[src/rtl/cfu_seq_pkg.sv]
// rtl/cfu_seq_pkg.sv - shared widths, control-field layout and state encoding for cfu_seq
package cfu_seq_pkg;

    localparam int XLEN            = 32;
    localparam int CFU_CTRL_WIDTH  = 11;
    localparam int CFU_CTRL_IS_CFU = 0;

    typedef enum logic [1:0] {
        CFU_SEQ_IDLE = 2'd0,
        CFU_SEQ_WAIT = 2'd1,
        CFU_SEQ_DONE = 2'd2
    } cfu_seq_state_t;

    localparam logic [XLEN-1:0] CFU_SEQ_TIMEOUT_VAL = 32'hDEADBEEF;

endpackage

[src/rtl/cfu_seq_watchdog.sv]
// rtl/cfu_seq_watchdog.sv - WAIT-cycle counter that flags a unit that never acknowledges
module cfu_seq_watchdog #(
    parameter int LIMIT = 255
) (
    input  logic clk_i,
    input  logic rst_ni,
    input  logic start,
    input  logic clear,
    output logic expired
);

    localparam int CW = $clog2(LIMIT) + 1;

    logic          running;
    logic [CW-1:0] count;

    // count holds the index of the current WAIT cycle, so expiry lands on the LIMIT-th one
    always_ff @(posedge clk_i or negedge rst_ni) begin
        if (!rst_ni) begin
            running <= 1'b0;
            count   <= '0;
        end else if (start) begin
            running <= 1'b1;
            count   <= '0;
        end else if (clear) begin
            running <= 1'b0;
        end else if (running) begin
            count <= count + 1'b1;
        end
    end

    assign expired = running && (count == CW'(LIMIT - 1));

endmodule

[src/rtl/cfu_seq.sv]
// rtl/cfu_seq.sv - CFU issue/stall sequencer; optional watchdog under CFU_SEQ_TIMEOUT_EN
module cfu_seq
    import cfu_seq_pkg::*;
#(
    parameter int NUM_UNITS      = 4,
    parameter int TIMEOUT_CYCLES = 255
) (
    input  logic                      clk_i,
    input  logic                      rst_ni,
    input  logic                      stall_i,
    input  logic                      valid_i,
    input  logic [CFU_CTRL_WIDTH-1:0] cfu_ctrl_i,
    input  logic [XLEN-1:0]           src1_i,
    input  logic [XLEN-1:0]           src2_i,
    output logic                      stall_o,
    output logic [XLEN-1:0]           rslt_o,
    output logic [NUM_UNITS-1:0]      req_o,
    output logic [6:0]                funct7_o,
    output logic [XLEN-1:0]           op1_o,
    output logic [XLEN-1:0]           op2_o,
    input  logic [NUM_UNITS-1:0]      ack_i,
    input  logic [NUM_UNITS*XLEN-1:0] urslt_i,
    output logic                      err_o
);

    cfu_seq_state_t  state;
    logic            cmd;
    logic            legal;
    logic            accept;
    logic            ack_hit;
    logic            expired;
    logic [2:0]      funct3;
    logic [XLEN-1:0] ack_rslt;

    assign funct3  = cfu_ctrl_i[3:1];
    assign cmd     = valid_i & cfu_ctrl_i[CFU_CTRL_IS_CFU];
    assign legal   = int'(funct3) < NUM_UNITS;
    assign accept  = cmd && legal && (state == CFU_SEQ_IDLE);
    assign stall_o = accept || (state == CFU_SEQ_WAIT);

    // req_o is one-hot on the selected unit while waiting, so masking ack_i with it drops stray acks
    assign ack_hit = |(ack_i & req_o);

    always_comb begin
        ack_rslt = '0;
        for (int k = 0; k < NUM_UNITS; k++) begin
            if (req_o[k]) begin
                ack_rslt = urslt_i[k*XLEN +: XLEN];
            end
        end
    end

    always_ff @(posedge clk_i or negedge rst_ni) begin
        if (!rst_ni) begin
            state    <= CFU_SEQ_IDLE;
            req_o    <= '0;
            rslt_o   <= '0;
            funct7_o <= '0;
            op1_o    <= '0;
            op2_o    <= '0;
        end else begin
            case (state)
                CFU_SEQ_IDLE: begin
                    if (accept) begin
                        funct7_o <= cfu_ctrl_i[10:4];
                        op1_o    <= src1_i;
                        op2_o    <= src2_i;
                        req_o    <= NUM_UNITS'(1) << funct3;
                        state    <= CFU_SEQ_WAIT;
                    end
                end
                CFU_SEQ_WAIT: begin
                    if (ack_hit) begin
                        rslt_o <= ack_rslt;
                        req_o  <= '0;
                        state  <= CFU_SEQ_DONE;
                    end else if (expired) begin
                        rslt_o <= CFU_SEQ_TIMEOUT_VAL;
                        req_o  <= '0;
                        state  <= CFU_SEQ_DONE;
                    end
                end
                CFU_SEQ_DONE: begin
                    // rslt_o doubles as the held result, so it is cleared on the way out
                    if (!stall_i) begin
                        rslt_o <= '0;
                        state  <= CFU_SEQ_IDLE;
                    end
                end
                default: begin
                    req_o  <= '0;
                    rslt_o <= '0;
                    state  <= CFU_SEQ_IDLE;
                end
            endcase
        end
    end

`ifdef CFU_SEQ_TIMEOUT_EN
    logic leave_wait;
    logic err_q;

    assign leave_wait = (state == CFU_SEQ_WAIT) && (ack_hit || expired);

    cfu_seq_watchdog #(
        .LIMIT(TIMEOUT_CYCLES)
    ) u_watchdog (
        .clk_i  (clk_i),
        .rst_ni (rst_ni),
        .start  (accept),
        .clear  (leave_wait),
        .expired(expired)
    );

    // an ack in the expiry cycle takes priority, so only a genuine miss sets the flag
    always_ff @(posedge clk_i or negedge rst_ni) begin
        if (!rst_ni) begin
            err_q <= 1'b0;
        end else if ((state == CFU_SEQ_WAIT) && expired && !ack_hit) begin
            err_q <= 1'b1;
        end
    end

    assign err_o = err_q;
`else
    logic unused_timeout;

    assign expired        = 1'b0;
    assign err_o          = 1'b0;
    assign unused_timeout = ^TIMEOUT_CYCLES;
`endif

endmodule

[config.mk]
export PLATFORM = sky130hd
export DESIGN_NAME = cfu_seq
export DESIGN_NICKNAME = d
export VERILOG_FILES = /design/src/rtl/cfu_seq_pkg.sv /design/src/rtl/cfu_seq_watchdog.sv /design/src/rtl/cfu_seq.sv
export SDC_FILE = /design/constraint.sdc
export NUM_CORES = 1
export LEC_CHECK = 0
export ABC_CLOCK_PERIOD_IN_PS = 4400
export BUFFER_PORTS_ARGS = -buffer_cell sky130_fd_sc_hd__clkbuf_2
export CAP_MARGIN = 10
export CORE_MARGIN = 3
export CORE_UTILIZATION = 27
export CTS_BUF_LIST = sky130_fd_sc_hd__clkbuf_4 sky130_fd_sc_hd__clkbuf_8
export CTS_CLUSTER_DIAMETER = 80
export DETAILED_ROUTE_END_ITERATION = 7
export GPL_TIMING_DRIVEN = 0
export PLACE_DENSITY_LB_ADDON = 0.08
export SYNTH_ARGS = -nofsm -noshare
export SYNTH_HDL_FRONTEND = slang
export SYNTH_SLANG_ARGS = --single-unit
[constraint.sdc]
create_clock -name clk_i -period 4.4 [get_ports clk_i]
set_input_delay 1.32 -clock clk_i [delete_from_list [all_inputs] [get_ports clk_i]]
set_output_delay 1.32 -clock clk_i [all_outputs]
set_load 0.05 [all_outputs]
Word level (Yosys, flattened, before mapping)
Index checks and enable logic that the tools add are counted.

Magnitude comparators: 1. Equality and inequality tests: 5. Shifts and indexed selects: 1. Mux-type cells: 14. Bitwise operators: 4. Reductions and logical operators: 9.

Operator list (count): 32-bit two-way mux (6); 32-bit one-hot mux with 3 select lines (1); 4-bit one-hot mux with 3 select lines (1); 3-bit AND reduction (3); 4-bit two-way mux (2); 2-bit two-way mux (3); 2-bit inequality test, second input constant (3); 2-bit one-hot mux with 3 select lines (1); 4-bit AND (1); 4-bit OR reduction (1); 1-bit by 3-bit left shift with 4-bit output, first input constant (1); 3-bit < comparator, second input constant (1); 2-bit by 1-bit equality test with 1-bit output, second input constant (1); 2-bit equality test, second input constant (1); 1-bit logical AND (2); 2-bit logical NOT (1); 1-bit inverter (2); 2-bit AND reduction (1); 1-bit AND (1); 1-bit logical OR (1).

Register bits: 109. Bits of input ports: 211. Output and inout bits: 109.

Depth between registers and ports, before layout
Gate-level depths: netlist (run 1).

Word-level depth: 6. Mapped depth: 6. Gate-level depth less buffers: 4.

Least setup slack after synthesis (run 1)
No wires, ideal clock.

Kind: input-to-output. Start point: in cfu_ctrl_i[3]. End point: out stall_o. Arrival time: 2.450 ns. Setup slack: 0.630 ns. Stages on the path: 4. Buffers on the path: 1. Cell sequence: nor3_2 -> nand3_1 -> clkbuf_1 -> nand2_1.

Word-level cells in the longest chain between the ends: 4.

Ends and longest elaborated chain: from (decl) (RTL line cfu_seq.sv:12) `input logic [CFU_CTRL_WIDTH-1:0] cfu_ctrl_i,`; 3-bit < comparator (RTL line cfu_seq.sv:37) `assign legal = int'(funct3) < NUM_UNITS;`; 1-bit logical AND (2 in a row) (RTL line cfu_seq.sv:38) `assign accept = cmd && legal && (state == CFU_SEQ_IDLE);`; 1-bit logical OR (RTL line cfu_seq.sv:39) `assign stall_o = accept || (state == CFU_SEQ_WAIT);`; to (decl) (RTL line cfu_seq.sv:15) `output logic stall_o,`.

Every way passes these cells.

Worst setup path in the final report (run 1)
Ends and elaborated chain as after synthesis.

==> results_dict.tcl, run 1 <==
set metrics [dict create \
    critPathTopFamily "simple AND/OR/NAND/NOR gates" \
    dpl.hpwl_microns 14400 \
    worstSetupPathType "in2out" \
    synth_area_leaders "dfrtp_1 (56%), nand2_1 (18%), a221oi_1 (5.5%), a22o_1 (5.5%), o22ai_1 (2.2%)" \
    wl_per_cell_microns 16.6 \
    cts_setup_buffers 0 \
    io_pins 320 \
    crit_slowest_cell "nor3_4" \
    arrival_ns 2.79 \
    synthesis.instances 537 \
    synth_top_flop_cell "dfrtp_1" \
    via_per_inst 4.66 \
    grt_util_met2_pct 30.7 \
    fp.dieArea_sq_um 19800 \
    cts_buffers 9 \
    vias 5110 \
    worstPathCellList "clkbuf_2, nor3_4, nand3_2, clkbuf_1, nand2_1, clkbuf_2" \
    start_util_pct 28.0 \
    cp_max_fo 10 \
    cp-start-kind "input pin" \
    grt_pass1_wl_microns 28300 \
    nets 1077 \
    port_buffers 318 \
    dpl_worst_slack_ns -0.135 \
    clk_latency_ns 0.38 \
    crit_top_cell "clkbuf_2" \
    grt_max_degree 110 \
    num_rows 48 \
    tritoncts "built" \
    final_cell_area_sq_um 6980 \
    irDropWorstVdd_mv 0.389 \
    yosysUniqueCellTypes 31 \
    fmax_ghz 0.243 \
    htreeDepth 3 \
    placed_area_sq_um 6790 \
    path_buf_inv 3 \
    busiest_layer "met2" \
    drc 0 \
    synth_top_area_share_pct 55.6 \
    antenna_left 0 \
    ys_warn_count 0 \
    layout-area-overhead-vs-synth_pct 42.4 \
    ys_ff_latch 109 \
    die_h_microns 141 \
    core_sq_um 17500 \
    reg2reg_depth 6 \
    final_util_pct 39.8 \
    syn_nets 748 \
    drive_above_1_share_pct 40.8 \
    grtUsageMet3_pct 4.95 \
    antenna_found_initial 0 \
    path_clk_slew_ns 0.11 \
    drt_iter0_markers 148 \
    maxCapViolCount 0 \
    min_period_over_period_pct 93.5 \
    async_flop_share_pct 100 \
    clock_sinks 109 \
    grt_usage_pct 18.1 \
    n_fill_cell 1787 \
    diodes 0 \
    dr.pass1.iters 4 \
    overflow 0 \
    finalSetupViolations 0 \
    slowest_delay_ns 0.33 \
    cp-startpoint "cfu_ctrl_i[3]" \
    cts_root_buf "clkbuf_8" \
    hold_viol_final 0 \
    gp_congestion 0.857 \
    hold_path.startpoint "op1_o[16]" \
    worst_pin_slew_ns 0.870 \
    syn_avg_cell_area_sq_um 9.13 \
    slew_headroom_pct 42.0 \
    crit_required_ns 3.08 \
    min_path_type "reg2reg" \
    clockBufferDepth 2 \
    first_global_vias 5321 \
    fin_ws_ns 0.285 \
    synth_edf_count 0 \
    min_path_cells 2 \
    finalCriticalPeriod_ns 4.11 \
    p_per_area_nw_per_um2 771 \
    synth_area_sq_um 4900 \
    synth-seq-area-share_pct 55.6 \
    maxSlewViolCount 0 \
    rsz0062_at_grt "no" \
    cp-end-kind "output port" \
    met1_usage_pct 21.8 \
    outcome "finished clean" \
    finClkSkew_ns 0.0105 \
    p_leak_nw 3.94 \
    regToRegStartpoint "req_o[1]" \
    wl_microns 18200 \
    yosys.area.top_type "dfrtp_1" \
    cp_num_cells 6 \
    die_w_microns 141 \
]
## tightest hold or removal path: cells and delay by family (launching register included)
family	cells	cell delay (ns)
flip-flops	1	0.36
AND/OR/NAND/NOR	2	0.11
## cell type report
type | instances | area (sq um) | area share, %
timing repair buffer | 318 | 1600 | 22.9
clock buffer | 10 | 138 | 1.97
inverter | 2 | 7.51 | 0.108
multi-input combinational | 386 | 2010 | 28.7
tap | 225 | 282 | 4.03
buffer | 40 | 173 | 2.47
sequential | 109 | 2730 | 39.1
clock inverter | 6 | 47.5 | 0.681
## state kept, by name (all words and copies together) (netlist names)
register	count
op1_o	32
funct7_o	7
req_o	4
state	2
op2_o	32
rslt_o	32
## what timing repair did
item	CTS	global route
resized for setup	1	1
gates cloned	0	0
hold buffers	0	0
endpoints found under the setup margin	1	1
## placed cells by master, fill, tap and decap left out, types with 3 or more instances in the layout
| cell type | Yosys | routed |
|---|---|---|
| clkbuf_2 | 0 | 317 |
| nand2_1 | 233 | 233 |
| dfrtp_1 | 109 | 109 |
| a221oi_1 | 31 | 31 |
| a22o_1 | 31 | 31 |
| clkbuf_1 | 24 | 24 |
| nor2_1 | 20 | 20 |
| o22ai_1 | 17 | 17 |
| buf_2 | 15 | 15 |
| nor2b_1 | 15 | 15 |
| o31ai_1 | 14 | 14 |
| clkbuf_8 | 0 | 11 |
| mux2_1 | 3 | 3 |
| clkinv_4 | 0 | 3 |
## kinds of logic (layout without fill, tap and decap cells)
group	after synthesis	in the layout	share of synthesized area, %
AND/OR/NAND/NOR	276	276	22.4
flip-flops	109	109	55.6
AO/OA/AOI/OAI	105	105	17.4
buffers and inverters	42	376	3.67
multiplexers	4	4	0.893
other	1	1	0.0765
## layer usage
layer,routed length (microns),vias to the layer above
met4,510,0
met5,0,-
met2,8800,242
met3,1470,29
met1,7390,2354
li1,-,2485
## path summary, 6_finish.rpt
| kind | endpoint | slack [ns] |
|---|---|---|
| setup / recovery | stall_o | 0.29 |
| hold / removal | op1_o[16] | 0.49 |
| setup reg to reg | rslt_o[5] | 2.42 |
| hold reg to reg | op1_o[16] | 0.49 |
| max in group asynchronous | funct7_o[4] | 2.76 |
| min in group asynchronous | op2_o[10] | 1.04 |
## per-stage QoR
step           TNS (ns)  total power, mW  hold slack [ns]  std cells
5_1_grt               0             5.76            0.506       1096
4_1_cts               0             5.46            0.489       1096
3_5_place_dp     -0.135             4.85            0.462       1080
6_report              0             5.39            0.485       1096
2_1_floorplan         0             3.94            0.614        537
3_3_place_gp    -0.0680             4.83            0.457       1080
## where the power goes
group / total (mW) / internal (mW) / leakage [nW] / switching [mW]
registers: 1.61 / 1.38 / 1.40 / 0.234
clock network: 0.592 / 0.227 / 0.0981 / 0.365
logic: 3.18 / 0.834 / 2.44 / 2.35
## synthesized netlist by cell type, drive strengths merged, types with 2 or more instances
cell type / instances
a21oi: 3
a221oi: 31
a22o: 31
a22oi: 2
buf: 16
clkbuf: 24
dfrtp: 109
mux2: 3
nand2: 233
nand2b: 2
nand3: 2
nor2: 20
nor2b: 15
o21ai: 2
o22ai: 17
o31ai: 14
Power figures use the tool's default switching activity.
==> inputs of run 2 (changes only) <==
--- a/config.mk
+++ b/config.mk
@@ -5,6 +5,7 @@
 export SDC_FILE = /design/constraint.sdc
 export NUM_CORES = 1
 export LEC_CHECK = 0
+export ABC_AREA = 1
 export ABC_CLOCK_PERIOD_IN_PS = 4400
 export BUFFER_PORTS_ARGS = -buffer_cell sky130_fd_sc_hd__clkbuf_2
 export CAP_MARGIN = 10
==> results_dict.tcl, run 2 <==
set metrics [dict create \
    netlist_top_cells_count "nand2_1 (281), inv_1 (111), dfrtp_1 (109), nand3_1 (71), o21ai_0 (59)" \
    clock_sinks 109 \
    ys_ff_latch 109 \
    irDropWorstVdd_mv 0.338 \
    maxSlewViolCount 0 \
    grt_usage_pct 17.3 \
    via_per_inst 4.23 \
    drc 0 \
    diodes 0 \
    num_rows 52 \
    arrival_ns 2.43 \
    placed_area_sq_um 7640 \
    grt_max_degree 56 \
    cp-start-kind "input pin" \
    finClkSkew_ns 0.0147 \
    grt_pass1_wl_microns 31100 \
    clk_latency_ns 0.39 \
    cp-end-kind "output port" \
    cts_buffers 9 \
    final_util_pct 38.4 \
    synth_edf_count 0 \
    tns_ns 0 \
    final_common_cell "clkbuf_2" \
    n_fill_cell 2284 \
    p_leak_nw 4.89 \
    htreeDepth 3 \
    crit_required_ns 3.08 \
    min_path_type "reg2reg" \
    async_flop_share_pct 100 \
    syn_nets 1000 \
    fp.dieArea_sq_um 22800 \
    wl_microns 20200 \
    cts_resized 0 \
    drive_above_1_share_pct 34.1 \
    tritoncts "built" \
    yosysMostFrequentCell "nand2_1" \
    yosysUniqueCellTypes 18 \
    finalSetupViolations 0 \
    fmax_ghz 0.267 \
    antenna_found_initial 0 \
    cts_setup_buffers 0 \
    synth_area_sq_um 5670 \
    die_h_microns 151 \
    hold_ws_ns 0.484 \
    port_buffers 318 \
    yosys.area.top_type "dfrtp_1" \
    cts_root_buf "clkbuf_8" \
    wl_per_cell_microns 14.5 \
    synth_top_flop_cell "dfrtp_1" \
    maxCapViolCount 0 \
    nets 1330 \
    synth_top_area_share_pct 48.1 \
    min_period_over_period_pct 85.3 \
    drt_iter0_markers 181 \
    antenna_left 0 \
    overflow 0 \
    top_regs "op1_o: 32 flops, op2_o: 32 flops, rslt_o: 32 flops" \
    synthesis.instances 789 \
    syn_avg_cell_area_sq_um 7.19 \
    rsz0062_at_grt "no" \
    outcome "finished clean" \
    layout_common_cells "clkbuf_2 (317), nand2_1 (281), inv_1 (111)" \
    cp_max_fo 10 \
    vias 5899 \
    ys_warn_count 0 \
    die_w_microns 151 \
    final_cell_area_sq_um 7840 \
    start_util_pct 27.8 \
    worst_pin_slew_ns 0.572 \
    multiInputGateArea_sq_um 2250 \
    core_sq_um 20400 \
    layout-area-overhead-vs-synth_pct 38.2 \
    path_clk_slew_ns 0.11 \
    ctsHoldBuffers 0 \
    slew_headroom_pct 61.9 \
    final-seq-area_sq_um 2730 \
    synth-seq-area-share_pct 48.1 \
    worstSetupPathType "in2out" \
    dpl.hpwl_microns 15900 \
    synth_area_leaders "dfrtp_1 (48%), nand2_1 (19%), inv_1 (7.3%), nand3_1 (6.3%), o21ai_0 (5.2%)" \
    gp_congestion 0.828 \
    hold_viol_final 0 \
    finalCriticalPeriod_ns 3.75 \
    p_per_area_nw_per_um2 758 \
    dr.pass1.iters 4 \
    first_global_vias 5898 \
    clockBufferDepth 2 \
    io_pins 320 \
]
==> run 2: cell types whose count changed after synthesis, sizes merged, moves of 15 or more <==
cell / previous run / this run
nor2: 20 / 45
o22ai: 17 / 0
o21ai: 2 / 73
a21oi: 3 / 32
nand2: 233 / 284
a221oi: 31 / 0
inv: 1 / 111
nor2b: 15 / 0
nand3: 2 / 71
a22o: 31 / 0
==> run 2: kinds of logic (layout without fill, tap and decap cells) <==
logic type | Yosys count | in the layout | synth area share, %
flip-flops | 109 | 109 | 48.1
AO/OA/AOI/OAI | 105 | 105 | 9.26
buffers and inverters | 159 | 494 | 12.2
other | 1 | 1 | 0.0661
AND/OR/NAND/NOR | 415 | 415 | 30.3
==> run 2: worst paths after layout <==
check	start	to	slack (ns)	cells after the start
min reg2reg	rslt_o[18]	rslt_o[18]	0.48	2
max in group asynchronous	rst_ni	op2_o[16]	2.86	2
min	rslt_o[18]	rslt_o[18]	0.48	2
max reg2reg	req_o[2]	rslt_o[25]	2.75	7
min in group asynchronous	rst_ni	rslt_o[19]	0.87	1
max	cfu_ctrl_i[3]	stall_o	0.65	6
==> run 2: report_power, final <==
group,switching [mW],internal [mW],total [mW]
clock,0.398,0.237,0.635
sequential,0.226,1.42,1.64
combinational,2.78,0.885,3.67
==> run 2: critical path, stage by stage <==
cell      delay, ns
clkbuf_2       0.09
inv_1          0.11
nand4_4        0.22
clkbuf_1       0.30
nand2_1        0.11
clkbuf_2       0.28
==> run 2: routing by layer <==
| layer | share of wire (%) | GRT usage (%) | up-vias |
|---|---|---|---|
| met5 | 0 | 0 | - |
| met4 | 2.4 | 5.67 | 0 |
| met3 | 7.3 | 4.31 | 26 |
| met2 | 48 | 29.0 | 185 |
| met1 | 43 | 21.9 | 2624 |
| li1 | - | - | 3064 |
==> run 2: area by class of cell <==
cell class	instances	area share [%]
inverter	111	5.32
tap	270	4.31
multi-input combinational	521	28.7
clock buffer	10	1.76
timing repair buffer	319	20.8
buffer	48	3.54
clock inverter	6	0.798
sequential	109	34.8
==> run 2: through the flow <==
stage	power (mW)	setup WS [ns]	std cells
after floorplan	4.34	0.956	789
after global placement	5.36	0.187	1377
after detailed placement	5.37	0.585	1378
after CTS	6.03	0.582	1394
after global routing	6.40	0.533	1394
final	5.94	0.648	1394
==> inputs of run 3 (changes only) <==
--- a/config.mk
+++ b/config.mk
@@ -9,6 +9,7 @@
 export ABC_CLOCK_PERIOD_IN_PS = 4400
 export BUFFER_PORTS_ARGS = -buffer_cell sky130_fd_sc_hd__clkbuf_2
 export CAP_MARGIN = 10
+export CORE_ASPECT_RATIO = 0.6
 export CORE_MARGIN = 3
 export CORE_UTILIZATION = 27
 export CTS_BUF_LIST = sky130_fd_sc_hd__clkbuf_4 sky130_fd_sc_hd__clkbuf_8
@@ -18,4 +19,5 @@
 export PLACE_DENSITY_LB_ADDON = 0.08
 export SYNTH_ARGS = -nofsm -noshare
 export SYNTH_HDL_FRONTEND = slang
+export SYNTH_HIERARCHICAL = 1
 export SYNTH_SLANG_ARGS = --single-unit
==> results_dict.tcl, run 3 <==
set metrics [dict create \
    p_clk_share_pct 10.3 \
    cts_resized 0 \
    nets 1330 \
    cts_root_buf "clkbuf_8" \
    hold_path.startpoint "rslt_o[5]" \
    diodes 0 \
    die_w_microns 193 \
    tns_ns 0 \
    overflow 0 \
    final_common_cell "clkbuf_2" \
    start_util_pct 27.9 \
    drc 0 \
    ctsHoldBuffers 0 \
    maxSlewViolCount 0 \
    wl_microns 20800 \
    grt_pass1_wl_microns 32000 \
    seqPwrFrac_pct 27.4 \
    cts_setup_buffers 0 \
    yosysMostFrequentCell "nand2_1" \
    p_per_area_nw_per_um2 764 \
    async_flop_share_pct 100 \
    power_mw 5.99 \
    maxCapViolCount 0 \
    slew_headroom_pct 63.7 \
    final-seq-area_sq_um 2730 \
    syn_avg_cell_area_sq_um 7.19 \
    n_fill_cell 2203 \
    synthesis.instances 789 \
    htreeDepth 3 \
    cp-start-kind "input pin" \
    die_h_microns 118 \
    comb_power_share_pct 62.2 \
    worstPathCellList "clkbuf_2, inv_1, nand4_4, clkbuf_1, nand2_1, clkbuf_2" \
    hold_viol_final 0 \
    rsz0062_at_grt "no" \
    core_sq_um 20300 \
    irDropWorstVdd_mv 0.431 \
    path_clk_slew_ns 0.11 \
    grt_usage_pct 18.1 \
    finalCriticalPeriod_ns 3.80 \
    yosys.area.top_type "dfrtp_1" \
    crit_slowest_cell "clkbuf_2" \
    fmax_ghz 0.263 \
    p_leak_nw 4.88 \
    io_pins 320 \
    clockBufferDepth 2 \
    p_switching_mw 3.44 \
    finClkSkew_ns 0.0154 \
    dr.pass1.iters 5 \
    netlist_top_cells_count "nand2_1 (281), inv_1 (111), dfrtp_1 (109), nand3_1 (71), o21ai_0 (59)" \
    cp-end-kind "output port" \
    layout_common_cells "clkbuf_2 (317), nand2_1 (281), inv_1 (111)" \
    regToRegStartpoint "req_o[2]" \
    synth_area_sq_um 5670 \
    port_buffers 318 \
    wl_per_cell_microns 14.9 \
    yosysUniqueCellTypes 18 \
    clk_latency_ns 0.39 \
    num_rows 40 \
    clock_sinks 109 \
    worst_pin_slew_ns 0.545 \
    grt_max_degree 86 \
    finalSetupViolations 0 \
    final_util_pct 38.6 \
    outcome "finished clean" \
    synth-seq-area-share_pct 48.1 \
    synth_top_flop_cell "dfrtp_1" \
    arrival_ns 2.48 \
    multiInputGateArea_sq_um 2250 \
    synth_area_leaders "dfrtp_1 (48%), nand2_1 (19%), inv_1 (7.3%), nand3_1 (6.3%), o21ai_0 (5.2%)" \
    first_global_vias 5756 \
    worstSetupPathType "in2out" \
    ys_warn_count 6 \
    cts_buffers 9 \
    antenna_found_initial 0 \
    min_period_over_period_pct 86.4 \
    antenna_left 0 \
    min_path_type "reg2reg" \
    gp_congestion 0.814 \
    crit_top_cell "clkbuf_2" \
    drive_above_1_share_pct 34.1 \
    synth_edf_count 0 \
    drt_iter0_markers 309 \
    crit_required_ns 3.08 \
    via_per_inst 4.29 \
    p_int_mw 2.55 \
    fp.dieArea_sq_um 22800 \
    synth_top_area_share_pct 48.1 \
    ys_ff_latch 109 \
    top_regs "op1_o: 32 flops, op2_o: 32 flops, rslt_o: 32 flops" \
    swShare_pct 57.5 \
    cp-startpoint "cfu_ctrl_i[3]" \
    layout-area-overhead-vs-synth_pct 38.1 \
    dpl.hpwl_microns 16600 \
    tritoncts "built" \
    slowest_delay_ns 0.31 \
    vias 5988 \
    cp_max_fo 10 \
    syn_nets 1000 \
]
run 3: layout make-up:
type                    instances  area share (%)
flip-flops and latches        109            34.8
multi-input cells             521            28.7
repair buffers                319            20.8
inverters                     111            5.32
well taps                     273            4.36
plain buffers                  48            3.54
clock buffers                  11            1.93
clock inverters                 5           0.543
run 3: final timing paths:
path / slack [ns] / cells past startpoint / endpoint
max reg2reg: 2.68 / 7 / rslt_o[30]
max in group asynchronous: 2.89 / 2 / rslt_o[23]
max: 0.60 / 6 / stall_o
min: 0.48 / 2 / rslt_o[5]
min in group asynchronous: 0.79 / 1 / op1_o[19]
min reg2reg: 0.48 / 2 / rslt_o[5]
run 3: power by group through the flow:
| stage | clock [mW] | combinational (mW) | sequential [mW] |
|---|---|---|---|
| 6_report | 0.619 | 3.73 | 1.64 |
| 5_1_grt | 0.707 | 4.06 | 1.70 |
| 3_5_place_dp | 0 | 3.77 | 1.66 |
| 3_3_place_gp | 0 | 3.75 | 1.66 |
| 2_1_floorplan | 0 | 1.24 | 3.11 |
| 4_1_cts | 0.660 | 3.77 | 1.64 |
run 3: worst max-delay path, delay by kind of cell:
kind / cells / cell delay, ns
buffers and inverters: 4 / 0.82
and+or+nand+nor: 2 / 0.33
run 3: cell families (layout without fill, tap and decap cells):
family	Yosys count	after routing	share of synthesized area, %
flops	109	109	48.1
compound gates	105	105	9.26
simple gates	415	415	30.3
other cells	1	1	0.0661
buf+inv	159	494	12.2
run 3: per-stage QoR:
| stage | setup WS (ns) | hold WS, ns | instance area (sq um) | cells |
|---|---|---|---|---|
| 5_1_grt | 0.458 | 0.494 | 7840 | 1397 |
| 2_1_floorplan | 0.956 | 0.601 | 5670 | 789 |
| 3_3_place_gp | 0.245 | 0.457 | 7610 | 1380 |
| 4_1_cts | 0.550 | 0.488 | 7840 | 1397 |
| 6_report | 0.600 | 0.483 | 7840 | 1397 |
| 3_5_place_dp | 0.543 | 0.459 | 7640 | 1381 |
run 3: per-layer routing:
| metal | share of wire (%) | vias to the layer above | GRT usage, % |
|---|---|---|---|
| met5 | 0 | - | 0 |
| met4 | 1.7 | 0 | 4.33 |
| met3 | 8.4 | 23 | 6.20 |
| met2 | 42 | 178 | 26.5 |
| met1 | 48 | 2718 | 25.6 |
| li1 | - | 3069 | - |
